File: config.mk
export PLATFORM = sky130hd
export DESIGN_NAME = mem_arbiter
export DESIGN_NICKNAME = d
export VERILOG_FILES = /design/src/rtl/mem_arbiter.sv
export SDC_FILE = /design/constraint.sdc
export NUM_CORES = 1
export LEC_CHECK = 0
export ABC_AREA = 1
export CAP_MARGIN = 10
export CORE_MARGIN = 10
export CORE_UTILIZATION = 37
export DETAILED_ROUTE_END_ITERATION = 16
export PLACE_DENSITY = 0.88
export SKIP_CTS_REPAIR_TIMING = 1
export SLEW_MARGIN = 20
export SYNTH_ARGS = -nofsm -noshare
export SYNTH_HDL_FRONTEND = slang
export SYNTH_SLANG_ARGS = --single-unit
File: constraint.sdc
create_clock -name clk -period 1.99 [get_ports clk]
set_input_delay 0.398 -clock clk [delete_from_list [all_inputs] [get_ports clk]]
set_output_delay 0.398 -clock clk [all_outputs]
set_load 0.05 [all_outputs]
File: src/rtl/mem_arbiter.sv
// Two-port round-robin arbiter in front of a single-ported data memory.
// Each access runs IDLE -> ACCESS -> RESP; a memory clear runs IDLE -> CLEAR.
`timescale 1ns/1ps
module mem_arbiter #(
  parameter int ADDR_BITS = 10,
  parameter int DATA_BITS = 32
) (
  input  logic                   clk,
  input  logic                   clr,
  input  logic                   a_req,
  input  logic                   a_we,
  input  logic [ADDR_BITS-1:0]   a_addr,
  input  logic [DATA_BITS-1:0]   a_wdata,
  input  logic [DATA_BITS/8-1:0] a_sel,
  output logic                   a_gnt,
  output logic                   a_ack,
  output logic [DATA_BITS-1:0]   a_rdata,
  input  logic                   b_req,
  input  logic                   b_we,
  input  logic [ADDR_BITS-1:0]   b_addr,
  input  logic [DATA_BITS-1:0]   b_wdata,
  input  logic [DATA_BITS/8-1:0] b_sel,
  output logic                   b_gnt,
  output logic                   b_ack,
  output logic [DATA_BITS-1:0]   b_rdata,
  input  logic                   mem_clear,
  output logic [ADDR_BITS-1:0]   m_addr,
  output logic [DATA_BITS-1:0]   m_data_in,
  output logic [DATA_BITS/8-1:0] m_sel,
  output logic                   m_str,
  output logic                   m_ld,
  output logic                   m_clr,
  input  logic [DATA_BITS-1:0]   m_data_out
);

  localparam logic [1:0] S_IDLE   = 2'd0;
  localparam logic [1:0] S_ACCESS = 2'd1;
  localparam logic [1:0] S_RESP   = 2'd2;
  localparam logic [1:0] S_CLEAR  = 2'd3;

  // Port encoding for owner / rr_last: 0 = A, 1 = B.
  logic [1:0]             r_state;
  logic                   r_owner;
  logic                   r_rr_last;
  logic                   r_we;
  logic [ADDR_BITS-1:0]   r_addr;
  logic [DATA_BITS-1:0]   r_wdata;
  logic [DATA_BITS/8-1:0] r_sel;
  logic                   r_a_gnt;
  logic                   r_b_gnt;
  logic                   r_a_ack;
  logic                   r_b_ack;

  logic w_any;
  logic w_win;
  logic w_in_access;

  // On a tie the port that did not win last time goes next.
  assign w_any       = a_req | b_req;
  assign w_win       = (a_req & b_req) ? ~r_rr_last : ~a_req;
  assign w_in_access = (r_state == S_ACCESS);

  always_ff @(posedge clk or posedge clr) begin
    if (clr) begin
      r_state   <= S_IDLE;
      r_owner   <= 1'b0;
      r_rr_last <= 1'b1;
      r_we      <= 1'b0;
      r_addr    <= '0;
      r_wdata   <= '0;
      r_sel     <= '0;
      r_a_gnt   <= 1'b0;
      r_b_gnt   <= 1'b0;
      r_a_ack   <= 1'b0;
      r_b_ack   <= 1'b0;
    end else begin
      r_a_gnt <= 1'b0;
      r_b_gnt <= 1'b0;
      r_a_ack <= 1'b0;
      r_b_ack <= 1'b0;
      case (r_state)
        S_IDLE: begin
          if (mem_clear) begin
            r_state <= S_CLEAR;
          end else if (w_any) begin
            r_state   <= S_ACCESS;
            r_owner   <= w_win;
            r_rr_last <= w_win;
            r_we      <= w_win ? b_we    : a_we;
            r_addr    <= w_win ? b_addr  : a_addr;
            r_wdata   <= w_win ? b_wdata : a_wdata;
            r_sel     <= w_win ? b_sel   : a_sel;
            r_a_gnt   <= ~w_win;
            r_b_gnt   <= w_win;
          end
        end
        S_ACCESS: begin
          r_state <= S_RESP;
          r_a_ack <= ~r_owner;
          r_b_ack <= r_owner;
        end
        S_RESP:  r_state <= S_IDLE;
        S_CLEAR: r_state <= S_IDLE;
        default: r_state <= S_IDLE;
      endcase
    end
  end

  // Memory command is only presented during ACCESS, so an async clear drops it at once.
  assign m_addr    = w_in_access ? r_addr  : '0;
  assign m_data_in = w_in_access ? r_wdata : '0;
  assign m_sel     = w_in_access ? r_sel   : '0;
  assign m_str     = w_in_access & r_we;
  assign m_ld      = w_in_access & ~r_we;
  assign m_clr     = (r_state == S_CLEAR);

  assign a_gnt   = r_a_gnt;
  assign b_gnt   = r_b_gnt;
  assign a_ack   = r_a_ack;
  assign b_ack   = r_b_ack;
  assign a_rdata = (r_a_ack && !r_we) ? m_data_out : '0;
  assign b_rdata = (r_b_ack && !r_we) ? m_data_out : '0;

endmodule
Yosys cells after proc, flatten, opt, wreduce, memory -nomap -nowiden:

Cells that the tools add are included.

* bits in registers: 55
* input bits: 131
* output and inout port bits: 117
* logic and storage cells: 52

* eq/ne operators: 4
* muxes and demuxes: 21
* bitwise operators: 10
* reduce and logical (&&, ||, !) cells: 6

Operators with widths (count)
* 2-to-1 mux 32 bit: 4
* 2-to-1 mux 10 bit: 2
* 2-to-1 mux 1 bit: 10
* 2-to-1 mux 4 bit: 2
* NOT 1 bit: 6
* one-hot mux 2 bit (3 select lines): 1
* equality test 2 bit, second input constant: 2
* 2-to-1 mux 2 bit: 2
* bitwise AND 1 bit: 3
* inequality test 3 bit, second input constant: 1
* AND reduction 3 bit: 1
* equality test 2 x 1 -> 1 bit, second input constant: 1
* logical AND 1 bit: 2
* zero test 2 bit: 1
* OR reduction 2 bit: 1
* zero test 1 bit: 1
* OR 1 bit: 1

Logic depth before layout (Yosys ltp):

Gate-level depths: netlist of run 1.

* depth in word-level cells: 6
* depth in mapped cells: 8

Worst setup path before layout of run 1:

OpenSTA, ideal clock, no wires.

* path type: register to output
* start point: register r_a_ack, in the netlist a_ack
* end point: output a_rdata[21]
* arrival time: 1.677 ns
* required time: 1.592 ns
* path slack: -0.085 ns
* stages on the path, launching flop included: 4
* path buffers: 1
* cell sequence: dfrtp_1 -> nand2_1 -> buf_1 -> nor2_1

* longest elaborated chain between the ends: 2

Ends and longest elaborated chain
* from (decl): line 51 `logic r_a_ack;`
* from (signal assigned): line 99 `r_a_ack <= ~r_owner;`
* logical AND 1 bit: line 121 `assign a_rdata = (r_a_ack && !r_we) ? m_data_out : '0;`
* 2-to-1 mux 32 bit: line 121
* to (decl): line 17 `output logic [DATA_BITS-1:0] a_rdata,`

Every way passes these cells.

Final worst setup path of run 1:

* start point: register r_we
* end point: output a_rdata[17]

* longest elaborated chain between the ends: 3

Ends and longest elaborated chain
* from (decl): line 45 `logic r_we;`
* from (signal assigned): line 89 `r_we <= w_win ? b_we : a_we;`
* zero test 1 bit: line 121
* logical AND 1 bit: line 121
* 2-to-1 mux 32 bit: line 121

Every way passes these cells.

==> flow_summary.yaml, run 1 <==
die:
  rows: 36
  die-width_um: 121
  die_y_um: 121
  die_area_um2: 14500
  initial_core_util_pct: 38.1
  core_area_um2: 9820
  ios: 248
synth:
  synth-edff-count: 0
  async_flop_share_pct: 100
  avgSynthCellArea_um2: 5.87
  synth_top_area_share_pct: 36.1
  synth_area_leaders: "dfrtp_1 (36%), inv_1 (18%), nand2_1 (15%)"
  ys_ff_latch: 55
  synth_top_area_cell: "dfrtp_1"
  synth_ff_type: "dfrtp_1"
  netlist_instances: 637
  syn_area_um2: 3740
  yosysWarnings: 0
  yosysSeqAreaShare_pct: 36.8
  ys_top_cells_by_count: "inv_1 (180), nand2_1 (149), nor2_1 (117)"
  yosysMostFrequentCell: "inv_1"
  syn-num-nets: 768
  synth.distinct_cells: 14
drt:
  routed_wl_mm: 17.4
  drt_first_pass_iters: 5
  viasPerCell: 4.62
  drtIter0Drc: 278
  ant_nets: 0
  drc: 0
  dr_total_vias: 4668
  wire_per_inst_um: 17.2
power:
  p_leak_nw: 4.05
  p_per_area_nw_per_um2: 1120
  irDropWorstVdd_uv: 550
sta:
  max-slew-margin-rel_pct: 62.4
  drv_slew: 0
  worst_slew_pin_slew_ps: 563
  finalSetupTns_ps: -6.18
  hold_viol: 0
  setup_slack_ps: -6.18
  min_period_over_period_pct: 100
  skew_ps: 10.2
  finalCriticalPeriod_ps: 2000
  finalSetupViolCount: 1
  max_clock_freq_ghz: 0.501
  rsz0062_at_grt: "true"
worst_hold_path:
  hold_path.class: "input pin to asynchronous set/reset pin"
clocking:
  cts_max_level: 2
  ctsRootBufferMaster: "clkbuf_8"
  clkLatencyLatePin_ps: 310
  clock_sinks: 55
  clockBufferDepth: 2
  numCtsBuffers: 5
  path_clk_slew_ps: 100
  cts_tree: "done"
place:
  gp_congestion: 0.851
  hpwl_mm: 14.2
  port_buffers: 247
  place_area_um2: 7510
worst_setup_path:
  path_class: "flop to primary output"
  cp-end-kind: "primary output"
  critPathLaunchType: "flop"
  path_max_fanout: 32
  cp.required_ps: 1590
  cp_data_arrival_time_ps: 1600
layout:
  drive_above_1_share_pct: 20.6
  synthToLayoutAreaGrowth_pct: 107
  final_util_pct: 78.8
  stdcell_area_um2: 7740
  nets: 1002
global_route:
  grt_pass1_vias: 4788
  track_usage_pct: 22.4
  grt_busiest_layer: "met2"
  grt_pass1_wl_mm: 26.0
  grt_max_degree: 50
  met1_usage_pct: 23.1
  antenna_found_initial: 5
  grt-ovfl-total: 0
  grtUsageMet3_pct: 6.75
  met2_usage_pct: 40.6
run_status:
  violations: "setup timing"
  status: "finished with violations"
job:
  maxCapViolations: 0
==> path summary, 6_finish.rpt <==
kind	start	end	slack, ps	cells past startpoint
min in group clk	r_owner	a_ack	440	1
setup reg to reg	r_rr_last	r_addr[0]	610	6
setup / recovery	r_we	a_rdata[17]	-6	5
hold reg to reg	r_owner	a_ack	440	1
hold / removal	clr	r_state[0]	370	2
max in group asynchronous	clr	r_owner	1120	3
==> where the power goes <==
part	leakage, nW	switching (mW)	total (mW)	internal [mW]
clock	0.0612	0.359	0.766	0.408
sequential	0.680	0.290	1.94	1.65
combinational	3.31	3.52	5.99	2.48
total	4.05	4.17	8.70	4.53
==> layout by cell type (no fill, tap or decap), drive strengths merged <==
cell	Yosys	layout
inv	181	181
nand2	149	149
clkdlybuf4s50	0	132
buf	21	131
nor2	118	118
nand3	94	94
dfrtp	54	54
clkbuf	15	6
diode	0	5
o21ai	3	3
a21boi	1	1
bufinv	0	1
clkinv	0	1
dfstp	1	1
==> per-stage QoR <==
stage                     std cells  hold slack [ps]  setup WS [ps]  power [mW]
after global routing           1010              397          -86.2        9.19
after global placement          997              414            288        7.67
final                          1010              371          -6.18        8.70
after CTS                      1005              373          -62.6        8.62
after detailed placement        997              435            251        7.85
after floorplan                 637              403          -85.4        4.97
==> critical path: stages, from the launching register on <==
cell and delay [ps]:
dfrtp_1 420, inv_1 120, nand2_1 70, buf_4 250
nor2_1 260, buf_12 180
==> layout make-up <==
type / instances / area (um2)
diodes: 5 / 12.5
flip-flops and latches: 55 / 1380
clock buffers: 6 / 82.6
multi-input cells: 365 / 1600
well taps: 133 / 166
inverters: 181 / 679
repair buffers: 263 / 3780
clock inverters: 2 / 35.0
fillers: 594 / 2080
==> cells by family after synthesis <==
kind of cell | share of synthesized area, %
compound gates | 0.602
buf+inv | 23.1
simple gates | 39.5
flops | 36.8
==> flip-flops by register name (all words and copies together) (netlist names), 2 cells and up <==
| signal | count |
|---|---|
| r_sel | 4 |
| r_state | 2 |
| r_wdata | 32 |
| r_addr | 10 |
==> routing by layer <==
metal	routed length, um	vias to the layer above
met1	6170	2142
met3	1380	46
met4	800	0
met2	9020	212
met5	0	-
li1	-	2268
(Power assumes the default switching activity.)
==> run 2, diff against run 1 <==
Settings changed: MAX_ROUTING_LAYER set to met4.
==> run 2 against run 1 <==
Compared with the run above:
- the flow still finishes with violations (setup timing)
- sequential share of layout area hardly changed
- wire length hardly changed
- worst hold slack better by 6.3 ps
- largest cell class unchanged
- critical endpoint unchanged
- combinational power hardly changed
- largest power group unchanged
- first-iteration DRC count is 8.3% lower
- sequential cell count stayed put
==> flow_summary.yaml, run 2 (synthesized netlist as in run 1, its figures left out) <==
layout:
  largest_reg_flops: 32
  mostFrequentLayoutCells: "inv_1 (179), nand2_1 (146), clkdlybuf4s50_1 (132)"
  mostFrequentLayoutCell: "inv_1"
  multi_input_area_um2: 1600
  nets: 1002
  top_register: "r_wdata"
  reg_top3: "r_wdata x32, r_addr x10, r_sel x4"
  final_util_pct: 78.8
  drive_above_1_share_pct: 20.6
  n_fill_cell: 592
  synthToLayoutAreaGrowth_pct: 107
  register_area_um2: 1380
worst_setup_path:
  reg2reg_slack_ps: 620
  r2r_cells: 6
  path_max_fanout: 32
  r2r_start: "r_rr_last"
  crit_start: "r_we"
  cp-end-kind: "primary output"
  cp.required_ps: 1590
  timing.rr.end: "r_wdata[21]"
  path_class: "flop to primary output"
  cp_data_arrival_time_ps: 1600
  critPathLaunchType: "flop"
power:
  p_per_area_nw_per_um2: 1120
  irDropWorstVdd_uv: 550
  p_leak_nw: 4.05
clocking:
  clock_sinks: 55
  path_clk_slew_ps: 100
  ctsRootBufferMaster: "clkbuf_8"
  cts_tree: "done"
  clkLatencyLatePin_ps: 300
  clockBufferDepth: 2
  numCtsBuffers: 5
  cts_max_level: 2
die:
  core_area_um2: 9820
  die_area_um2: 14500
  initial_core_util_pct: 38.1
  die-width_um: 121
  ios: 248
  rows: 36
  die_y_um: 121
sta:
  max_clock_freq_ghz: 0.501
  min_period_over_period_pct: 100
  skew_ps: 10.5
  finalSetupTns_ps: -5.57
  hold_viol: 0
  rsz0062_at_grt: "true"
  worst_slew_pin_slew_ps: 552
  max-slew-margin-rel_pct: 63.1
  finalSetupViolCount: 1
  setup_slack_ps: -5.57
  drv_slew: 0
  finalCriticalPeriod_ps: 2000
drt:
  drtIter0Drc: 255
  routed_wl_mm: 17.4
  wire_per_inst_um: 17.2
  dr_total_vias: 4647
  ant_nets: 0
  drt_first_pass_iters: 4
  drc: 0
  viasPerCell: 4.61
global_route:
  track_usage_pct: 23.0
  grt_max_degree: 50
  grt_pass1_wl_mm: 26.0
  grtUsageMet3_pct: 7.17
  grt_pass1_vias: 4802
  met2_usage_pct: 41.0
  antenna_found_initial: 4
  met1_usage_pct: 22.7
  grt_busiest_layer: "met2"
  grt-ovfl-total: 0
run_status:
  status: "finished with violations"
  violations: "setup timing"
place:
  hpwl_mm: 14.2
  port_buffers: 247
  gp_congestion: 0.864
worst_hold_path:
  hold_path.class: "input pin to asynchronous set/reset pin"
job:
  maxCapViolations: 0
## run 2: changes by cell type in the layout (fill, tap and decap cells not counted), sizes merged
| cell | delta |
|---|---|
| diode | -1 |
## run 2: worst max path at each step
stage	to	cells past startpoint	slack [ps]
3_3_place_gp	a_rdata[3]	4	290
4_1_cts	m_data_in[6]	5	-60
6_report	a_rdata[17]	5	-6
5_1_grt	b_rdata[8]	5	-100
2_1_floorplan	a_rdata[21]	3	-90
3_5_place_dp	b_rdata[7]	4	250
## run 2: power breakdown
| group | leakage (nW) | total [mW] | switching [mW] | internal (mW) |
|---|---|---|---|---|
| clock network | 0.0612 | 0.763 | 0.356 | 0.408 |
| logic | 3.31 | 5.99 | 3.52 | 2.48 |
| registers | 0.680 | 1.93 | 0.287 | 1.65 |
## run 2: routing by layer
layer,vias to the layer above,routed length (um)
met5,-,0
met4,0,620
met3,40,1530
met2,215,9190
met1,2122,6040
li1,2270,-
## run 2: critical path, cell delays in order (launching register included)
cell	delay, ps
dfrtp_1	410
inv_1	120
nand2_1	70
buf_4	250
nor2_1	270
buf_12	180
## run 2: cell type report
cell class,instances,share of cell area (%)
Inverter,181,8.78
Clock inverter,2,0.453
Sequential cell,55,17.8
Clock buffer,6,1.07
Tap cell,133,2.15
Antenna cell,4,0.129
Multi-Input combinational cell,365,20.7
Timing Repair Buffer,263,48.9
## run 2: per-stage QoR
stage	hold WS, ps	instance area (um2)	setup slack (ps)	std cells	total power [mW]
2_1_floorplan	403	3740	-85.4	637	4.97
3_3_place_gp	414	7510	288	997	7.67
3_5_place_dp	435	7510	251	997	7.85
4_1_cts	373	7630	-62.6	1005	8.62
5_1_grt	399	7730	-95.3	1009	9.19
6_report	377	7730	-5.57	1009	8.69
